===== src/rtl/wb_pkg.sv =====
// ============================================================================
// Module  : wb_pkg
// Brief   : Shared widths for the writeback arbitration slice.
// Revision: 1.0
// ============================================================================
`default_nettype none

`ifndef SCOREBOARD_SIZE_WIDTH
`define SCOREBOARD_SIZE_WIDTH 4
`endif

package wb_pkg;
    localparam int NUM_WB_SLOTS = 2;
    localparam int SID_W_DEF    = `SCOREBOARD_SIZE_WIDTH;
    localparam int RD_W         = 5;
    localparam int XLEN         = 64;
    localparam int INST_W       = 32;
endpackage

`default_nettype wire


===== src/rtl/rr_pick2.sv =====
// ============================================================================
// Module  : rr_pick2
// Brief   : Finds the first two set bits of a vector, scanning from a
//           round-robin pointer and wrapping modulo NUM_SRC.
// Revision: 1.0
// ============================================================================
`default_nettype none

module rr_pick2 #(
    parameter int NUM_SRC = 4,
    parameter int PTR_W   = 2
) (
    input  logic [NUM_SRC-1:0] i_valid,
    input  logic [PTR_W-1:0]   i_ptr,
    output logic [PTR_W-1:0]   o_a_idx,
    output logic               o_a_vld,
    output logic [PTR_W-1:0]   o_b_idx,
    output logic               o_b_vld
);

    logic [PTR_W:0]   w_sum;
    logic [PTR_W-1:0] w_idx;

    always_comb begin
        o_a_idx = '0;
        o_a_vld = 1'b0;
        o_b_idx = '0;
        o_b_vld = 1'b0;
        w_sum   = '0;
        w_idx   = '0;
        for (int i = 0; i < NUM_SRC; i++) begin
            // One extra bit keeps ptr+i exact so the wrap works for any NUM_SRC.
            w_sum = {1'b0, i_ptr} + (PTR_W+1)'(i);
            if (w_sum >= (PTR_W+1)'(NUM_SRC)) begin
                w_sum = w_sum - (PTR_W+1)'(NUM_SRC);
            end
            w_idx = w_sum[PTR_W-1:0];
            if (i_valid[w_idx]) begin
                if (!o_a_vld) begin
                    o_a_vld = 1'b1;
                    o_a_idx = w_idx;
                end else if (!o_b_vld) begin
                    o_b_vld = 1'b1;
                    o_b_idx = w_idx;
                end
            end
        end
    end

endmodule

`default_nettype wire


===== src/rtl/wb_arbiter.sv =====
// ============================================================================
// Module  : wb_arbiter
// Brief   : Buffers one result per execution unit and grants up to two per
//           cycle to the writeback slots, oldest scoreboard id in slot0.
// Revision: 1.0
// ============================================================================
`default_nettype none

module wb_arbiter
    import wb_pkg::*;
#(
    parameter int NUM_SRC = 4,
    parameter int SID_W   = `SCOREBOARD_SIZE_WIDTH
) (
    input  logic                      clk,
    input  logic                      rst,
    input  logic [NUM_SRC-1:0]        src_valid_i,
    output logic [NUM_SRC-1:0]        src_ready_o,
    input  logic [NUM_SRC*RD_W-1:0]   src_rd_i,
    input  logic [NUM_SRC*XLEN-1:0]   src_value_i,
    input  logic [NUM_SRC*XLEN-1:0]   src_pc_i,
    input  logic [NUM_SRC*INST_W-1:0] src_inst_i,
    input  logic [NUM_SRC-1:0]        src_redirect_i,
    input  logic [NUM_SRC*XLEN-1:0]   src_redirect_pc_i,
    input  logic [NUM_SRC*SID_W-1:0]  src_sid_i,
    input  logic [SID_W-1:0]          sb_head_sid_i,
    input  logic                      flush_i,
    output logic                      slot0_valid_o,
    output logic [RD_W-1:0]           slot0_rd_o,
    output logic [XLEN-1:0]           slot0_value_o,
    output logic [XLEN-1:0]           slot0_pc_o,
    output logic [INST_W-1:0]         slot0_inst_o,
    output logic                      slot0_redirect_o,
    output logic [XLEN-1:0]           slot0_redirect_pc_o,
    output logic [SID_W-1:0]          slot0_sid_o,
    output logic                      slot1_valid_o,
    output logic [RD_W-1:0]           slot1_rd_o,
    output logic [XLEN-1:0]           slot1_value_o,
    output logic [XLEN-1:0]           slot1_pc_o,
    output logic [INST_W-1:0]         slot1_inst_o,
    output logic                      slot1_redirect_o,
    output logic [XLEN-1:0]           slot1_redirect_pc_o,
    output logic [SID_W-1:0]          slot1_sid_o
);

    localparam int c_PTR_W = (NUM_SRC > 1) ? $clog2(NUM_SRC) : 1;

    logic [NUM_SRC-1:0] r_buf_vld;
    logic [NUM_SRC-1:0] r_buf_red;
    logic [RD_W-1:0]    r_buf_rd    [NUM_SRC];
    logic [XLEN-1:0]    r_buf_value [NUM_SRC];
    logic [XLEN-1:0]    r_buf_pc    [NUM_SRC];
    logic [INST_W-1:0]  r_buf_inst  [NUM_SRC];
    logic [XLEN-1:0]    r_buf_rpc   [NUM_SRC];
    logic [SID_W-1:0]   r_buf_sid   [NUM_SRC];
    logic [c_PTR_W-1:0] r_rr_ptr;

    logic [SID_W-1:0]        w_buf_age [NUM_SRC];
    logic [SID_W-1:0]        w_in_age  [NUM_SRC];
    logic [c_PTR_W-1:0]      w_a_idx, w_b_idx, w_last, w_next_ptr;
    logic                    w_a_vld, w_b_vld, w_swap;
    logic [c_PTR_W-1:0]      w_slot_idx [NUM_WB_SLOTS];
    logic [NUM_WB_SLOTS-1:0] w_slot_pick;
    logic [NUM_WB_SLOTS-1:0] w_slot_out;
    logic                    w_red0, w_red1, w_sq_en;
    logic [SID_W-1:0]        w_sq_age;
    logic [NUM_SRC-1:0]      w_grant, w_squash, w_accept;

    rr_pick2 #(
        .NUM_SRC (NUM_SRC),
        .PTR_W   (c_PTR_W)
    ) u_pick (
        .i_valid (r_buf_vld),
        .i_ptr   (r_rr_ptr),
        .o_a_idx (w_a_idx),
        .o_a_vld (w_a_vld),
        .o_b_idx (w_b_idx),
        .o_b_vld (w_b_vld)
    );

    // Ages are distances from the scoreboard head, so wrap-around sids order correctly.
    always_comb begin
        for (int k = 0; k < NUM_SRC; k++) begin
            w_buf_age[k] = r_buf_sid[k] - sb_head_sid_i;
            w_in_age[k]  = src_sid_i[k*SID_W +: SID_W] - sb_head_sid_i;
        end
    end

    always_comb begin
        w_swap        = w_b_vld && (w_buf_age[w_b_idx] < w_buf_age[w_a_idx]);
        w_slot_idx[0] = w_swap ? w_b_idx : w_a_idx;
        w_slot_idx[1] = w_swap ? w_a_idx : w_b_idx;
        w_slot_pick   = {w_b_vld & ~flush_i, w_a_vld & ~flush_i};
        w_red0        = w_slot_pick[0] & r_buf_red[w_slot_idx[0]];
        w_red1        = w_slot_pick[1] & r_buf_red[w_slot_idx[1]] & ~w_red0;
        w_sq_en       = w_red0 | w_red1;
        w_sq_age      = w_red0 ? w_buf_age[w_slot_idx[0]] : w_buf_age[w_slot_idx[1]];
        w_slot_out    = {w_slot_pick[1] & ~w_red0, w_slot_pick[0]};
    end

    always_comb begin
        w_grant     = '0;
        w_squash    = '0;
        w_accept    = '0;
        src_ready_o = '0;
        for (int k = 0; k < NUM_SRC; k++) begin
            // A grant suppressed by a slot0 redirect still frees its buffer.
            w_grant[k]     = (w_slot_pick[0] && (w_slot_idx[0] == c_PTR_W'(k)))
                          || (w_slot_pick[1] && (w_slot_idx[1] == c_PTR_W'(k)));
            w_squash[k]    = w_sq_en && r_buf_vld[k] && !w_grant[k] && (w_buf_age[k] > w_sq_age);
            src_ready_o[k] = !r_buf_vld[k] || w_grant[k] || w_squash[k] || flush_i;
            w_accept[k]    = src_valid_i[k] && src_ready_o[k] && !flush_i
                          && !(w_sq_en && (w_in_age[k] > w_sq_age));
        end
    end

    assign w_last     = w_b_vld ? w_b_idx : w_a_idx;
    assign w_next_ptr = (w_last == c_PTR_W'(NUM_SRC-1)) ? '0 : w_last + c_PTR_W'(1);

    always_ff @(posedge clk) begin
        if (rst) begin
            r_buf_vld <= '0;
            r_rr_ptr  <= '0;
        end else begin
            for (int k = 0; k < NUM_SRC; k++) begin
                if (w_accept[k]) begin
                    r_buf_vld[k] <= 1'b1;
                end else if (flush_i || w_grant[k] || w_squash[k]) begin
                    r_buf_vld[k] <= 1'b0;
                end
            end
            if (!flush_i && w_a_vld) begin
                r_rr_ptr <= w_next_ptr;
            end
        end
    end

    // Payload is only observed while its valid bit is set, so it needs no reset.
    always_ff @(posedge clk) begin
        for (int k = 0; k < NUM_SRC; k++) begin
            if (w_accept[k]) begin
                r_buf_red[k]   <= src_redirect_i[k];
                r_buf_rd[k]    <= src_rd_i[k*RD_W +: RD_W];
                r_buf_value[k] <= src_value_i[k*XLEN +: XLEN];
                r_buf_pc[k]    <= src_pc_i[k*XLEN +: XLEN];
                r_buf_inst[k]  <= src_inst_i[k*INST_W +: INST_W];
                r_buf_rpc[k]   <= src_redirect_pc_i[k*XLEN +: XLEN];
                r_buf_sid[k]   <= src_sid_i[k*SID_W +: SID_W];
            end
        end
    end

    assign slot0_valid_o       = w_slot_out[0];
    assign slot0_rd_o          = w_slot_out[0] ? r_buf_rd[w_slot_idx[0]]    : '0;
    assign slot0_value_o       = w_slot_out[0] ? r_buf_value[w_slot_idx[0]] : '0;
    assign slot0_pc_o          = w_slot_out[0] ? r_buf_pc[w_slot_idx[0]]    : '0;
    assign slot0_inst_o        = w_slot_out[0] ? r_buf_inst[w_slot_idx[0]]  : '0;
    assign slot0_redirect_o    = w_slot_out[0] & r_buf_red[w_slot_idx[0]];
    assign slot0_redirect_pc_o = w_slot_out[0] ? r_buf_rpc[w_slot_idx[0]]   : '0;
    assign slot0_sid_o         = w_slot_out[0] ? r_buf_sid[w_slot_idx[0]]   : '0;

    assign slot1_valid_o       = w_slot_out[1];
    assign slot1_rd_o          = w_slot_out[1] ? r_buf_rd[w_slot_idx[1]]    : '0;
    assign slot1_value_o       = w_slot_out[1] ? r_buf_value[w_slot_idx[1]] : '0;
    assign slot1_pc_o          = w_slot_out[1] ? r_buf_pc[w_slot_idx[1]]    : '0;
    assign slot1_inst_o        = w_slot_out[1] ? r_buf_inst[w_slot_idx[1]]  : '0;
    assign slot1_redirect_o    = w_slot_out[1] & r_buf_red[w_slot_idx[1]];
    assign slot1_redirect_pc_o = w_slot_out[1] ? r_buf_rpc[w_slot_idx[1]]   : '0;
    assign slot1_sid_o         = w_slot_out[1] ? r_buf_sid[w_slot_idx[1]]   : '0;

endmodule

`default_nettype wire


===== config.mk =====
export PLATFORM = sky130hd
export DESIGN_NAME = wb_arbiter
export DESIGN_NICKNAME = d
export VERILOG_FILES = /design/src/rtl/wb_pkg.sv /design/src/rtl/rr_pick2.sv /design/src/rtl/wb_arbiter.sv
export SDC_FILE = /design/constraint.sdc
export NUM_CORES = 1
export LEC_CHECK = 0
export ABC_AREA = 1
export CORE_AREA = 2 2 558 560
export CTS_CLUSTER_DIAMETER = 30
export CTS_CLUSTER_SIZE = 14
export DETAILED_ROUTE_END_ITERATION = 6
export DIE_AREA = 0 0 560 562
export HOLD_SLACK_MARGIN = 0.15
export PLACE_DENSITY = 0.43
export RECOVER_POWER = 25
export SYNTH_ARGS = -nofsm -noshare
export SYNTH_HDL_FRONTEND = slang
export SYNTH_SLANG_ARGS = --single-unit

===== constraint.sdc =====
create_clock -name clk -period 29.5 [get_ports clk]
set_input_delay 8.85 -clock clk [delete_from_list [all_inputs] [get_ports clk]]
set_output_delay 8.85 -clock clk [all_outputs]
set_load 0.01 [all_outputs]

==> results of run 1 <==
synth_stat cells, types with 11 or more instances:
| cell | instances |
|---|---|
| a21oi_1 | 37 |
| buf_2 | 136 |
| buf_4 | 13 |
| buf_6 | 24 |
| clkbuf_1 | 87 |
| edfxtp_1 | 936 |
| ha_1 | 61 |
| inv_1 | 77 |
| inv_2 | 11 |
| nand2_1 | 130 |
| nand2_2 | 14 |
| nand3_1 | 39 |
| nor2_1 | 258 |
| nor3_1 | 252 |
| nor3_2 | 123 |
| o21ai_0 | 171 |
| o221ai_1 | 90 |
| o22ai_1 | 707 |
| xnor2_1 | 16 |
path summary, 6_finish.rpt:
kind         depth (start not counted)                   endpoint  slack [ns]                      from
max                                 20            slot1_inst_o[2]        4.56          sb_head_sid_i[1]
min                                  2   r_rr_ptr[1]$_SDFFE_PP0P_        0.58  r_rr_ptr[1]$_SDFFE_PP0P_
max reg2reg                         38  r_buf_pc[2][59]$_DFFE_PP_       19.33  r_rr_ptr[0]$_SDFFE_PP0P_
min reg2reg                          2   r_rr_ptr[1]$_SDFFE_PP0P_        0.58  r_rr_ptr[1]$_SDFFE_PP0P_
worst min-delay path, cell delays in order (launching register included):
cell	delay, ns
dfxtp_1	0.36
nor2_1	0.12
a211oi_1	0.05
through the flow:
step | hold WS (ns) | area (sq um)
after floorplan | 0.517 | 42000
after global placement | 0.555 | 60600
after detailed placement | 0.564 | 60600
after CTS | 0.570 | 70900
after global routing | 0.628 | 71100
final | 0.575 | 71300
per-layer routing:
layer	wire length (microns)	part of all wire
met5	586	0.0019
met1	122000	0.40
met3	34500	0.11
met4	16800	0.055
met2	134000	0.44
flip-flops by register name (all words and copies together) (netlist names):
register,count
r_buf_inst,128
r_buf_pc,256
r_buf_rd,20
r_buf_red,4
r_buf_rpc,256
r_buf_sid,16
r_buf_value,256
r_buf_vld,4
r_rr_ptr,2
area by class of cell:
class / instances / share of cell area
diodes: 182 / 0.00639
clock buffers: 377 / 0.115
clock inverters: 198 / 0.0290
inverters: 92 / 0.00561
multi-input cells: 1956 / 0.169
flip-flops and latches: 942 / 0.396
well taps: 4120 / 0.0723
repair buffers: 1475 / 0.207
kinds of logic (layout without fill, tap and decap cells):
group / count (synthesis) / in the layout / synth area share
multiplexers: 1 / 1 / 0.000239
AND/OR/NAND/NOR: 830 / 830 / 0.104
adder cells (fa/ha/maj): 69 / 69 / 0.0220
other: 0 / 182 / 0
flip-flops: 942 / 942 / 0.673
XOR/XNOR: 25 / 25 / 0.00522
buffers and inverters: 354 / 2142 / 0.0414
AO/OA/AOI/OAI: 1031 / 1031 / 0.154
==> flow_summary.toml, run 1 <==
[yosys]
synth_cell_types = 42
synth_flop_cell = "edfxtp_1"
synth_top_area_share = 0.670
synth-seq-cells = 942
synth_nets = 4268
yosysWarnings = 0
synth_area_leaders = "edfxtp_1 67%, o22ai_1 11%, nor3_1 3.0%, nor3_2 2.9%, nor2_1 2.3%"
netlist_instances = 3252
synth.avg_cell_area_sq_um = 12.9
synth_seq_area_share = 0.673
synth_area_sq_um = 42000
synthArstFlopShare = 0
synth_top_area_cell = "edfxtp_1"
synth_edf_count = 936

[critical_path]
crit_chain = "clkdlybuf4s50_1, inv_1, ha_1, nand3_1, nand2_1, xnor2_1, inv_1, o21ai_0, o21ai_0, ha_1, a211oi_2, nand3_1, nand2_2, inv_2, nand2_4, buf_12, buf_4, o22ai_1, nor3_1, clkdlybuf4s50_1"
cp-end-kind = "output pin"
setup.worst_path.class = "in -> out"
critPathArrivalTime_ns = 16.09
critPathRequiredTime_ns = 20.65
crit_path_max_incr_delay_ns = 0.79
crit_buf_inv = 7
cp_max_fo = 60
cp_slowest_cell = "buf_4"
path_delay_family = "buffers and inverters"
worstSetupStartpointType = "primary input"

[clocking]
clkTransAtPathRegs_ns = 0.03
cts_sinks = 942
tritoncts = "built"
cts_buffer_depth = 4
cts_resized = 0
worstSkewPairLatency_ns = 0.89
cts-root-buf = "clkbuf_16"
cts_inserted_buffers = 316
hold_buffers = 0
cts_max_level = 5
post_cts_buffers = 0

[placed_design]
place_hpwl_microns = 230000
pre_cts_ws_ns = 4.57
gp_congestion = 0.907
port_buffers = 1420
place_inst = 8585

[global_routing]
met1_usage = 0.230
grt.overflow.total = 0
grt_max_degree = 110
antenna_found_initial = 302
grt_pass1_wl_microns = 397000
grt_pass1_vias = 39700
grt_use_met2 = 0.286
grtUsageMet3 = 0.0697
top_usage_layer = "met2"
track_usage = 0.186

[drt]
drc_errors = 0
num_vias = 40800
drt-initial-drc-count = 4880
final_antenna_net_count = 0
drt-total-wl_microns = 308000
first_pass_iters = 6
vias_per_cell = 4.36
post_drt_wl_per_cell_microns = 33.0

[min_path]
min-delay-path-class = "reg -> reg"

[finish]
final_common_cell = "edfxtp_1"
fin_util = 0.231
most-common-layout-cells = "936 x edfxtp_1, 832 x clkdlybuf4s50_1, 707 x o22ai_1"
layout-area-overhead-vs-synth_pct = 70.0
drive_gt1_frac = 0.134
fill_cells = 32800
final_cell_count_no_fill = 9342
multi_input_area_sq_um = 12100
seq_area_sq_um = 28200
final_nets = 5799

[run]
cap_violations = 0

[timing]
tns_ns = 0
setup_slack_ns = 4.56
rsz0062_at_grt = "no"
post-route-min-period_ns = 24.94
finalSetupViolations = 0
hold_viol = 0
max_slew_margin = 0.108
tightestPinTransition_ns = 1.34
fmax_mhz = 40.1
clock_skew_ns = 0.0854
period_share = 0.846
drv_slew = 0

[die]
ios = 1421
fp.dieW_microns = 560
initial_core_util = 0.136
chipHeight_microns = 562
dieArea_sq_um = 315000
row_count = 204
coreArea_sq_um = 308000

[run_status]
status = "finished, final reports clean"
Power of run 1 is not shown: default switching activity piles up to over one toggle a cycle in this logic, so the estimate is an artifact.
==> run 2: changes to the inputs <==
Clock period 29.5 ns to 24.9 ns, I/O delays scaled along.
==> flow_summary.toml, run 2 (synthesized netlist as in run 1, its figures left out) <==
[clocking]
tritoncts = "built"
cts_max_level = 5
post_cts_buffers = 0
worstSkewPairLatency_ns = 0.88
clkTransAtPathRegs_ns = 0.03
hold_buffers = 0
cts-root-buf = "clkbuf_16"
cts_resized = 0
cts_sinks = 942
cts_inserted_buffers = 330
cts_buffer_depth = 4

[critical_path]
crit_path_max_incr_delay_ns = 0.62
worstSetupStartpointType = "primary input"
reg2reg_from = "r_rr_ptr[0]$_SDFFE_PP0P_"
cp_slowest_cell = "inv_1"
crit_top_cell = "nand2_1"
r2r_slack_ns = 15.26
reg2reg_depth = 36
setup.worst_path.class = "in -> out"
r2r-end = "r_buf_pc[2][50]$_DFFE_PP_"
cp_max_fo = 39
cp-end-kind = "output pin"
critPathArrivalTime_ns = 14.30
critPathRequiredTime_ns = 17.43

[global_routing]
top_usage_layer = "met2"
grt_pass1_wl_microns = 402000
grt_use_met2 = 0.294
grt_max_degree = 94
grt_pass1_vias = 39500
track_usage = 0.190
grt.overflow.total = 0
grtUsageMet3 = 0.0767
met1_usage = 0.231
antenna_found_initial = 307

[finish]
most-common-layout-cells = "936 x edfxtp_1, 832 x clkdlybuf4s50_1, 707 x o22ai_1"
largestRegisters = "r_buf_pc: 256 flops, r_buf_rpc: 256 flops, r_buf_value: 256 flops"
layout-area-overhead-vs-synth_pct = 71.6
final_common_cell = "edfxtp_1"
final_nets = 5815
drive_gt1_frac = 0.139

[die]
coreArea_sq_um = 308000
initial_core_util = 0.136
row_count = 204
ios = 1421
fp.dieW_microns = 560
chipHeight_microns = 562
dieArea_sq_um = 315000

[timing]
finalSetupViolations = 0
tightestPinTransition_ns = 1.23
rsz0062_at_grt = "no"
clock_skew_ns = 0.0922
period_share = 0.874
fmax_mhz = 45.9
tns_ns = 0
drv_slew = 0
post-route-min-period_ns = 21.77
holdWs_ns = 0.586
max_slew_margin = 0.181
hold_viol = 0

[run_status]
status = "finished, final reports clean"

[run]
cap_violations = 0

[min_path]
hold-path-endpoint = "r_rr_ptr[1]$_SDFFE_PP0P_"
hold_start = "r_rr_ptr[1]$_SDFFE_PP0P_"
min_path_cells = 2
min-delay-path-class = "reg -> reg"

[placed_design]
place_hpwl_microns = 232000
port_buffers = 1420
gp_congestion = 0.924

[drt]
num_vias = 41000
final_antenna_net_count = 0
drt-total-wl_microns = 314000
vias_per_cell = 4.39
first_pass_iters = 6
drt-initial-drc-count = 4534
drc_errors = 0
post_drt_wl_per_cell_microns = 33.6
## run 2: critical path: cells and delay by family
kind | cells | cell delay, ns
AO/OA/AOI/OAI | 7 | 1.30
buffers and inverters | 6 | 2.02
XOR/XNOR | 1 | 0.25
adder cells (fa/ha/maj) | 3 | 1.13
AND/OR/NAND/NOR | 11 | 2.11
## run 2: per-stage QoR
step	instance area (sq um)	util	worst slack [ns]	std cells
3_3_place_gp	60800	0.197	2.93	8587
3_5_place_dp	60800	0.197	3.12	8587
5_1_grt	71700	0.233	2.54	9218
4_1_cts	71600	0.232	3.12	9179
2_1_floorplan	42000	-	1.12	3252
6_report	72000	0.233	3.13	9339
## run 2: layout make-up
type | count | area (sq um)
timing repair buffer | 1477 | 14900
multi-input combinational | 1956 | 12100
antenna | 160 | 400
inverter | 92 | 400
fill | 32700 | 236000
sequential | 942 | 28200
clock inverter | 199 | 2270
clock buffer | 393 | 8560
tap | 4120 | 5150
## run 2: layer usage
layer,vias to the layer above,share of wire
li1,16400,-
met1,20600,0.39
met2,3110,0.44
met3,808,0.11
met4,98,0.047
met5,-,0.0020
## run 2: how the worst max path moves through the flow
stage / from / to / slack (ns) / cells after the start
final: sb_head_sid_i[1] / src_ready_o[3] / 3.13 / 28
after floorplan: sb_head_sid_i[1] / r_buf_inst[0][0]$_DFFE_PP_ / 1.12 / 25
after detailed placement: sb_head_sid_i[1] / src_ready_o[3] / 3.12 / 27
after global placement: sb_head_sid_i[1] / src_ready_o[3] / 2.93 / 28
after CTS: sb_head_sid_i[1] / src_ready_o[3] / 3.12 / 27
after global routing: sb_head_sid_i[1] / src_ready_o[3] / 2.54 / 29
Power of run 2 is left out for the same reason.
